## src/rtl/slabboy_clkgen.sv

```systemverilog
// slabboy_clkgen: PLL lock qualification, system reset sequencing and fractional clock enables.
// Optional CLKGEN_PHASE_ALIGN_EN: align clears every phase accumulator while running.
module slabboy_clkgen #(
    parameter int NUM_CH      = 2,
    parameter int ACC_W       = 24,
    parameter int LOCK_CYCLES = 1024
) (
    input  logic                    clock_in,
    input  logic                    reset_n,
    input  logic                    pll_locked,
    input  logic [NUM_CH*ACC_W-1:0] inc,
    input  logic [NUM_CH-1:0]       ch_en,
    input  logic                    clear_lost,
    input  logic                    align,
    output logic [NUM_CH-1:0]       clk_en,
    output logic                    sys_reset_n,
    output logic                    ready,
    output logic                    lost_lock
);
    localparam int CNT_W = $clog2(LOCK_CYCLES) + 1;
    localparam logic [CNT_W-1:0] CNT_LAST = CNT_W'(LOCK_CYCLES - 1);

    typedef enum logic [1:0] {WAIT_LOCK, STABLE, RUN} state_t;

    state_t            state_q, state_d;
    logic [1:0]        sync_q;
    logic [CNT_W-1:0]  cnt_q, cnt_d;
    logic              run_q, run_d, lost_q, lost_d, lk, adv;
    logic [ACC_W-1:0]  acc_q [NUM_CH];
    logic [ACC_W-1:0]  acc_d [NUM_CH];
    logic [NUM_CH-1:0] en_q, en_d;

    assign lk = sync_q[1];

    // The lk-high sample that leaves WAIT_LOCK is the first of the LOCK_CYCLES qualifying cycles.
    always_comb begin
        state_d = WAIT_LOCK;
        cnt_d   = '0;
        case (state_q)
            WAIT_LOCK: if (lk) begin
                state_d = (LOCK_CYCLES == 1) ? RUN : STABLE;
                cnt_d   = CNT_W'(1);
            end
            STABLE: if (lk) begin
                state_d = (cnt_q == CNT_LAST) ? RUN : STABLE;
                cnt_d   = (cnt_q == CNT_LAST) ? '0 : cnt_q + CNT_W'(1);
            end
            RUN: state_d = lk ? RUN : WAIT_LOCK;
            default: state_d = WAIT_LOCK;
        endcase
    end

    assign run_d  = state_d == RUN;
    assign lost_d = (state_q == RUN && !lk) || (lost_q && !clear_lost);

    // Accumulators advance only on edges that stay in RUN, so strobes stop on the leaving edge.
`ifdef CLKGEN_PHASE_ALIGN_EN
    assign adv = state_q == RUN && run_d && !align;
`else
    logic unused_align;
    assign unused_align = align;
    assign adv = state_q == RUN && run_d;
`endif

    always_comb begin
        for (int k = 0; k < NUM_CH; k++) begin
            {en_d[k], acc_d[k]} = (adv && ch_en[k])
                ? {1'b0, acc_q[k]} + {1'b0, inc[k*ACC_W +: ACC_W]} : '0;
        end
    end

    always_ff @(posedge clock_in or negedge reset_n) begin
        if (!reset_n) begin
            state_q <= WAIT_LOCK;
            sync_q  <= '0;
            cnt_q   <= '0;
            run_q   <= 1'b0;
            lost_q  <= 1'b0;
            en_q    <= '0;
            for (int k = 0; k < NUM_CH; k++) acc_q[k] <= '0;
        end else begin
            state_q <= state_d;
            sync_q  <= {sync_q[0], pll_locked};
            cnt_q   <= cnt_d;
            run_q   <= run_d;
            lost_q  <= lost_d;
            en_q    <= en_d;
            for (int k = 0; k < NUM_CH; k++) acc_q[k] <= acc_d[k];
        end
    end

    assign clk_en      = en_q;
    assign sys_reset_n = run_q;
    assign ready       = run_q;
    assign lost_lock   = lost_q;
endmodule

```

## config.mk

```make
export PLATFORM = sky130hd
export DESIGN_NAME = slabboy_clkgen
export DESIGN_NICKNAME = d
export VERILOG_FILES = /design/src/rtl/slabboy_clkgen.sv
export SDC_FILE = /design/constraint.sdc
export NUM_CORES = 1
export LEC_CHECK = 0
export CORE_AREA = 2 2 93 95
export CTS_BUF_LIST = sky130_fd_sc_hd__clkbuf_8
export DETAILED_ROUTE_END_ITERATION = 16
export DIE_AREA = 0 0 95 97
export DONT_BUFFER_PORTS = 1
export HOLD_SLACK_MARGIN = 0.05
export PLACE_DENSITY = 0.78
export SLEW_MARGIN = 10
export SYNTH_ARGS = -nofsm -noshare
export SYNTH_HDL_FRONTEND = slang
export SYNTH_SLANG_ARGS = --single-unit
```

## constraint.sdc

```tcl
create_clock -name clock_in -period 2.36 [get_ports clock_in]
set_clock_uncertainty 0.05 [all_clocks]
set_input_delay 0.354 -clock clock_in [delete_from_list [all_inputs] [get_ports clock_in]]
set_output_delay 0.354 -clock clock_in [all_outputs]
set_load 0.05 [all_outputs]
```

; ---- Word-level counts from Yosys, hierarchy flattened
; Index checks and enable logic that the tools add are counted.
[op_classes]
n_eq_ne = 4
addsub = 3
n_reduce_logical = 9
muxes = 11
[op_table]
columns = operator, n
row1 = $add A24 B24 Y25, 2
row2 = $mux W25, 2
row3 = $mux W11, 2
row4 = $pmux W11 S2, 1
row5 = $add A11 B1 Y11 const B, 1
row6 = $eq A11 B10 Y1 const B, 1
row7 = $mux W2, 3
row8 = $pmux W2 S3, 1
row9 = $logic_and A1 B1 Y1, 5
row10 = $eq A2 B2 Y1 const B, 2
row11 = $eq A2 B1 Y1 const B, 1
row12 = $logic_not A1 Y1, 2
row13 = $logic_not A2 Y1, 1
row14 = $mux W1, 2
row15 = $logic_or A1 B1 Y1, 1
[word_totals]
elab_cells = 35
reg_bits = 67
inputBits = 55
output_inout_bits = 5

; ---- Depth between registers and ports, before layout
; Gate-level depths: netlist (run 1).
[depth]
word_depth = 8
depth_mapped = 9
depth_no_buf = 9

; ---- Worst setup path before layout (run 1)
; OpenSTA, ideal clock, no wires.
[synth_path]
path_kind = input to register
startpoint = input port inc[24]
endpoint = register acc_q[22] (netlist bit)
slack_ps = 5
setup_ps = 133
n_path_buf = 0
arrival_ps = 2171
path_stages = 9
t_required_ps = 2177
cell_sequence = ha_1 inv_1 fa_1 and2b_1 o2111ai_1 a2111o_1 and3_2 a41oi_2 o211ai_1
[synth_rtl]
columns = element, line
row1 = start: declaration, 11  ; input logic [NUM_CH*ACC_W-1:0] inc,
row2 = end: declaration, 29  ; logic [ACC_W-1:0] acc_q [NUM_CH];

==> key figures, run 1 <==
Yosys
  – Top_reg_cell synth: dfrtp_1
  – Synth Register Bits: 67
  – Synthesized area: 0.004842 mm²
  – Synth unique cells: 63
  – Yosys warning count: 0
  – Syn Area/Cell: 8.934 µm²
  – Mapped Cells: 542
  – EDFF count, synth: 0
  – Register area share after synthesis: 34.63%
  – Top-count cell post-synth: dfrtp_1
  – Top cells by area, synth: dfrtp_1, ha_1, a21oi_1
  – Ys async rst share: 100.0%
  – Commonest cells in the netlist: dfrtp_1, nor2_1, ha_1
  – Syn_nets: 648
  – Top-area cell type share of the netlist area: 34.63%
  – Yosys top cell by area: dfrtp_1

STA
  – Setup ws final: -0.1059 ns
  – Slew headroom: 62.05%
  – RSZ-0062 raised after global routing: yes
  – Final worst path period share: 104.5%
  – Worst-margin pin slew: 0.5668 ns
  – Max Slew Vio Count: 0
  – Hold Fails Final Rpt: 0
  – Fmax: 0.4055 GHz
  – Endpoints failing setup: 5
  – Crit path time final: 2.466 ns

Clock network
  – CTS Buf Count: 9
  – Clock sink total: 67
  – Worst-Skew Late Latency: 0.35 ns
  – Register clock-pin slew on the reported worst setup and hold paths: 0.08 ns
  – Clock Path Buffers: 2
  – Htree depth: 3
  – Root buffer selected by CTS: clkbuf_8
  – CTS tree: built

Detailed routing
  – WL/cell: 16.76 µm
  – Antenna-violating nets left: 0
  – Drt via density: 6.260
  – DR vias: 4182
  – Pre-Repair DR Iteration Count: 5
  – DR iter-0 viols: 233
  – Final wirelength: 11200 µm
  – DRC: 0

Worst setup path
  – Crit-path max FO: 3
  – WP data arrival: 2.69 ns
  – Crit path capture type: flip-flop
  – CP Cell Sequence: ha_2, inv_2, fa_2, and2b_1, o2111ai_2, a2111o_1, buf_4, a31oi_2, nor3_1, nor3_1
  – Crit-path max cell delay: 0.49 ns
  – Crit-path slowest cell: a2111o_1
  – Critical Path Source Type: flip-flop
  – Setup CP Type: flip-flop to flip-flop
  – Worst EP required: 2.58 ns
  – Most used cell, CP: nor3_1

Die
  – Initial Utilization: 59.53%
  – FP Rows: 33
  – Full die area: 0.009215 mm²
  – Core ar.: 0.008134 mm²
  – IO Pins: 60
  – Die W: 95 µm
  – Die Ht: 97 µm

Placement
  – # port buffers: 0
  – GP Congestion: 0.9166
  – Worst Setup Slack post-DPL: -0.2059 ns
  – Detail Placement HPWL: 7968 µm

Finish
  – P&R area growth vs syn: 11.81%
  – Diode count: 0
  – Nets: 664
  – Area occupied by multi-input gates: 0.003092 mm²
  – Layout cells sized above 1: 12.61%
  – Fill cells: 643
  – Register area: 0.001677 mm²

Flow run
  – Max_cap viols: 0

GRT
  – First-pass GRT wire length: 18120 µm
  – Busiest grt layer: met2
  – GR Layer Usage met2: 41.24%
  – GR Overflow Total: 0
  – GRT Total Usage: 24.76%
  – Vias in the first global route: 4028
  – Initial antenna violation count: 0
  – GR Util met3: 6.698%
  – Largest net degree at the start of global routing: 68
  – GR Util met1: 31.14%

Run status
  – Failing checks: negative setup slack
  – Outcome: finished with violations

Power
  – Cell Pwr Density: 457.3 mW/mm²
  – Lkg Pwr: 2.512 nW
  – Worst VDD drop: 0.2420 mV
  – Final Total Pwr: 2.476 mW

Min path
  – HP Class: input pin to flip-flop
## worst paths after layout
path	startpoint	endpoint	slack [ns]	cells after the start
setup / recovery	acc_q[0]	acc_q[18]	-0.11	10
hold / removal	inc[24]	acc_q[0]	0.22	2
setup reg to reg	acc_q[0]	acc_q[18]	-0.11	10
hold reg to reg	sync_q[0]	sync_q[1]	0.32	0
max in group asynchronous	reset_n	acc_q[42]	1.49	2
min in group asynchronous	reset_n	acc_q[8]	0.48	2
## layout make-up
cell class / count / area share [%]
multi-input cells: 438 / 57.11
flip-flops and latches: 67 / 30.97
repair buffers: 26 / 4.183
clock buffers: 11 / 2.796
well taps: 105 / 2.427
clock inverters: 5 / 1.410
inverters: 16 / 1.109
## through the flow
stage	util, %	setup TNS, ns	area (µm²)	cells	hold WS (ns)
final	66.56	-0.3107	5414	668	0.2236
after global routing	66.56	-0.8106	5414	668	0.2328
after global placement	61.19	-0.3011	4977	640	0.01020
after CTS	65.61	-0.5344	5336	663	0.2077
after detailed placement	61.19	-0.7384	4977	640	0.01011
after floorplan	-	0	4842	542	0.008409
## cell families (layout without fill, tap and decap cells)
logic type | Yosys count | count (layout) | synth area share [%]
flops | 67 | 67 | 34.63
compound gates | 162 | 162 | 23.20
xor+xnor | 22 | 22 | 3.979
simple gates | 195 | 195 | 19.72
fa+ha+maj | 51 | 51 | 13.49
buf+inv | 37 | 58 | 3.333
mux | 8 | 8 | 1.654
## registers in the layout, indices dropped and copies added (netlist names)
signal	cells
acc_q	48
cnt_q	11
clk_en	2
state_q	2
sync_q	2
lost_lock	1
ready	1
## critical path, delay by kind of cell, from the launching register on
| kind | cells | cell delay, ns |
|---|---|---|
| adders and majority gates | 2 | 0.49 |
| buffers and inverters | 2 | 0.23 |
| DFF | 1 | 0.33 |
| and+or+nand+nor | 3 | 0.50 |
| AOI/OAI and AO/OA | 3 | 0.79 |
## timing repair
item                                    4_1_cts  5_1_grt
resized for setup                            12        9
endpoints found under the hold margin        69        0
setup buffers                                 3        5
pin swaps                                    11       13
endpoints found under the setup margin        9       14
hold buffers                                  4        0
## routing by layer
layer | part of all wire (%) | wire length [µm]
met5 | 0 | 0
met1 | 42 | 4706
met4 | 1.5 | 172
met3 | 6.8 | 764
met2 | 50 | 5553
## placed cells by master, fill, tap and decap left out, drive strengths merged, types with 8 or more instances in the layout
cell and count:
dfrtp 67, buf 23, nand2 43, and3 11, clkbuf 11, o21a 16
mux2i 8, xor2 12, a211oi 13, xnor2 10, nor3 33, o21ai 28
inv 17, nand3 17, nand2b 10, a21oi 46, ha 49, nand4 13
a21o 18, nor2 50
## where the power goes
group | internal, mW | leakage, nW | switching (mW)
Sequential | 1.15 | 0.927 | 0.00589
Combinational | 0.0740 | 1.47 | 0.136
Clock | 0.647 | 0.117 | 0.460
Power figures use the tool's default switching activity.
==> run 2, diff against run 1 <==
--- a/config.mk
+++ b/config.mk
@@ -5,13 +5,14 @@
 export SDC_FILE = /design/constraint.sdc
 export NUM_CORES = 1
 export LEC_CHECK = 0
-export CORE_AREA = 2 2 93 95
+export ABC_AREA = 1
+export CORE_AREA = 2 2 102 104
 export CTS_BUF_LIST = sky130_fd_sc_hd__clkbuf_8
 export DETAILED_ROUTE_END_ITERATION = 16
-export DIE_AREA = 0 0 95 97
+export DIE_AREA = 0 0 104 106
 export DONT_BUFFER_PORTS = 1
-export HOLD_SLACK_MARGIN = 0.05
-export PLACE_DENSITY = 0.78
+export HOLD_SLACK_MARGIN = 0.08
+export PLACE_DENSITY = 0.77
 export SLEW_MARGIN = 10
 export SYNTH_ARGS = -nofsm -noshare
 export SYNTH_HDL_FRONTEND = slang
==> run 2 against run 1 <==
  * The flow now finishes without violations
  * Area after synthesis is 19% higher
  * Setup slack better by 0.45 ns
  * Synthesized cell count is 69% higher
  * Clock power is 11% lower
  * Largest cell class unchanged
==> key figures, run 2 <==
Yosys
  – Top_reg_cell synth: dfrtp_1
  – Xor/xnor share of the synthesized area: 1.514%
  – Post-Synth Simple-Gate Area: 38.94%
  – Top-area cell type share of the netlist area: 28.99%
  – Synth Area in Compound Gates: 6.597%
  – Adder-Cell Fraction of Synth Area: 11.29%
  – Synthesized area: 0.005784 mm²
  – Top cells by area, synth: dfrtp_1, nand2_1, inv_1
  – Synth unique cells: 30
  – Syn Area/Cell: 6.308 µm²
  – Ys async rst share: 100.0%
  – Multiplexer share of the synthesized area: 0%
  – Commonest cells in the netlist: nand2_1, inv_1, nor2_1
  – EDFF count, synth: 0
  – Syn_nets: 1023
  – Synth Register Bits: 67
  – Yosys top cell by area: dfrtp_1
  – Top-count cell post-synth: nand2_1
  – Register area share after synthesis: 28.99%
  – Largest family of logic cells by synthesized area: simple AND/OR/NAND/NOR gates
  – Mapped Cells: 917
  – Yosys warning count: 0

Clock network
  – Clock Path Buffers: 2
  – Clock sink total: 67
  – CTS tree: built
  – Register clock-pin slew on the reported worst setup and hold paths: 0.08 ns
  – Root buffer selected by CTS: clkbuf_8
  – Htree depth: 3
  – CTS Buf Count: 9
  – Post-CTS resize count: 0
  – Worst-Skew Late Latency: 0.35 ns

Die
  – Initial Utilization: 57.85%
  – Die Ht: 106 µm
  – FP Rows: 37
  – Die W: 104 µm
  – Full die area: 0.01102 mm²
  – IO Pins: 60
  – Core ar.: 0.01000 mm²

Min path
  – Hold Crit Depth: 2
  – HP Class: input pin to flip-flop
  – Destination of the worst hold path: acc_q[35]
  – Min-Delay Startpoint: ch_en[0]

Detailed routing
  – Antenna-violating nets left: 0
  – DRC: 0
  – WL/cell: 12.42 µm
  – DR iter-0 viols: 223
  – Drt via density: 5.030
  – Final wirelength: 13310 µm
  – Pre-Repair DR Iteration Count: 5
  – DR vias: 5387

Worst setup path
  – Worst EP required: 2.54 ns
  – WP data arrival: 2.20 ns
  – Critical Path Source Type: flip-flop
  – Crit-path max FO: 5
  – Crit path from: acc_q[24]
  – Crit path capture type: flip-flop
  – Cells on worst reg2reg path: 11
  – Worst R2R Setup Slack: 0.34 ns
  – Setup CP Type: flip-flop to flip-flop
  – RR Endpoint: acc_q[40]
  – RR Startpoint: acc_q[24]

GRT
  – GR Overflow Total: 0
  – First-pass GRT wire length: 22620 µm
  – Initial antenna violation count: 0
  – Vias in the first global route: 5128
  – GRT Total Usage: 25.41%
  – Largest net degree at the start of global routing: 68

Finish
  – Biggest registers after layout: acc_q (48), cnt_q (11)
  – Final Non-Filler Cells: 1071
  – Most frequent cells in the layout: nand2_1, inv_1, nor2_1, dfrtp_1, nand3_1
  – Top reg by flops: acc_q
  – Nets: 1036
  – Diode count: 0
  – P&R area growth vs syn: 7.073%
  – Layout cells sized above 1: 6.203%
  – Most common cell after layout, fill and taps aside: nand2_1
  – Max FFs per register: 48
  – Fin area: 0.006193 mm²

Placement
  – Worst Setup Slack post-DPL: 0.3125 ns
  – GP Congestion: 0.9358
  – Placed Cells: 1051
  – # port buffers: 0
  – Placed inst area: 0.005942 mm²
  – Detail Placement HPWL: 10420 µm

Run status
  – Outcome: finished, final reports clean

STA
  – Setup ws final: 0.3446 ns
  – Worst-margin pin slew: 0.4814 ns
  – Final worst path period share: 85.40%
  – Fmax: 0.4962 GHz
  – Hold Fails Final Rpt: 0
  – Max Slew Vio Count: 0
  – Slew headroom: 67.93%
  – Hold slack: 0.1516 ns
  – Setup TNS: 0 ns
  – Endpoints failing setup: 0
  – RSZ-0062 raised after global routing: no
  – Crit path time final: 2.015 ns

Power
  – Cell Pwr Density: 387.1 mW/mm²
  – Worst VDD drop: 0.2598 mV
  – Lkg Pwr: 3.820 nW

Flow run
  – Max_cap viols: 0
==> run 2: critical path, stage by stage, from the launching register on <==
cell	delay, ns
dfrtp_1	0.33
ha_1	0.23
inv_1	0.08
fa_1	0.35
inv_1	0.14
nand3_1	0.08
nand3_1	0.16
nand2_1	0.09
nand3_2	0.11
nand2_1	0.08
a21oi_1	0.14
nor2_1	0.06
==> run 2: worst max-delay path by stage <==
stage	depth (start not counted)	slack [ns]	to
floorplan	11	0.57	acc_q[40]
global placement	11	0.39	acc_q[16]
detailed placement	11	0.31	acc_q[40]
CTS	11	0.34	acc_q[40]
global route	11	0.14	acc_q[40]
finish	11	0.34	acc_q[40]
==> run 2: area by class of cell <==
| class | count | area, µm² |
|---|---|---|
| inverter | 188 | 705.7 |
| sequential | 67 | 1677 |
| tap | 136 | 170.2 |
| clock buffer | 10 | 137.6 |
| clock inverter | 6 | 56.30 |
| multi-input combinational | 658 | 3374 |
| timing repair buffer | 6 | 72.57 |
| fill | 978 | 3806 |
==> run 2: what timing repair did <==
| action | CTS | global route |
|---|---|---|
| hold buffers | 4 | 0 |
| buffers inserted | 0 | 0 |
| hold endpoints to repair | 69 | 0 |
==> run 2: per-stage QoR <==
stage	utilization [%]	power (mW)
after floorplan	-	1.361
after global placement	59.42	1.398
after detailed placement	59.42	1.400
after CTS	61.94	2.429
after global routing	61.94	2.508
final	61.94	2.397
==> run 2: logic make-up after synthesis <==
logic type | after synthesis
adder cells (fa/ha/maj) | 51
XOR/XNOR | 10
flip-flops | 67
AND/OR/NAND/NOR | 524
buffers and inverters | 192
AO/OA/AOI/OAI | 73
==> run 2: per-layer routing <==
metal  track usage [%]  part of all wire (%)
met5                 0                     0
met3             4.292                   5.2
met1             30.74                    43
met4             7.432                   1.7
met2             46.43                    50
==> run 2: power breakdown <==
part	switching, mW	internal, mW	leakage, nW
Clock	0.476	0.508	0.103
Combinational	0.170	0.0807	2.79
Sequential	0.00573	1.16	0.928
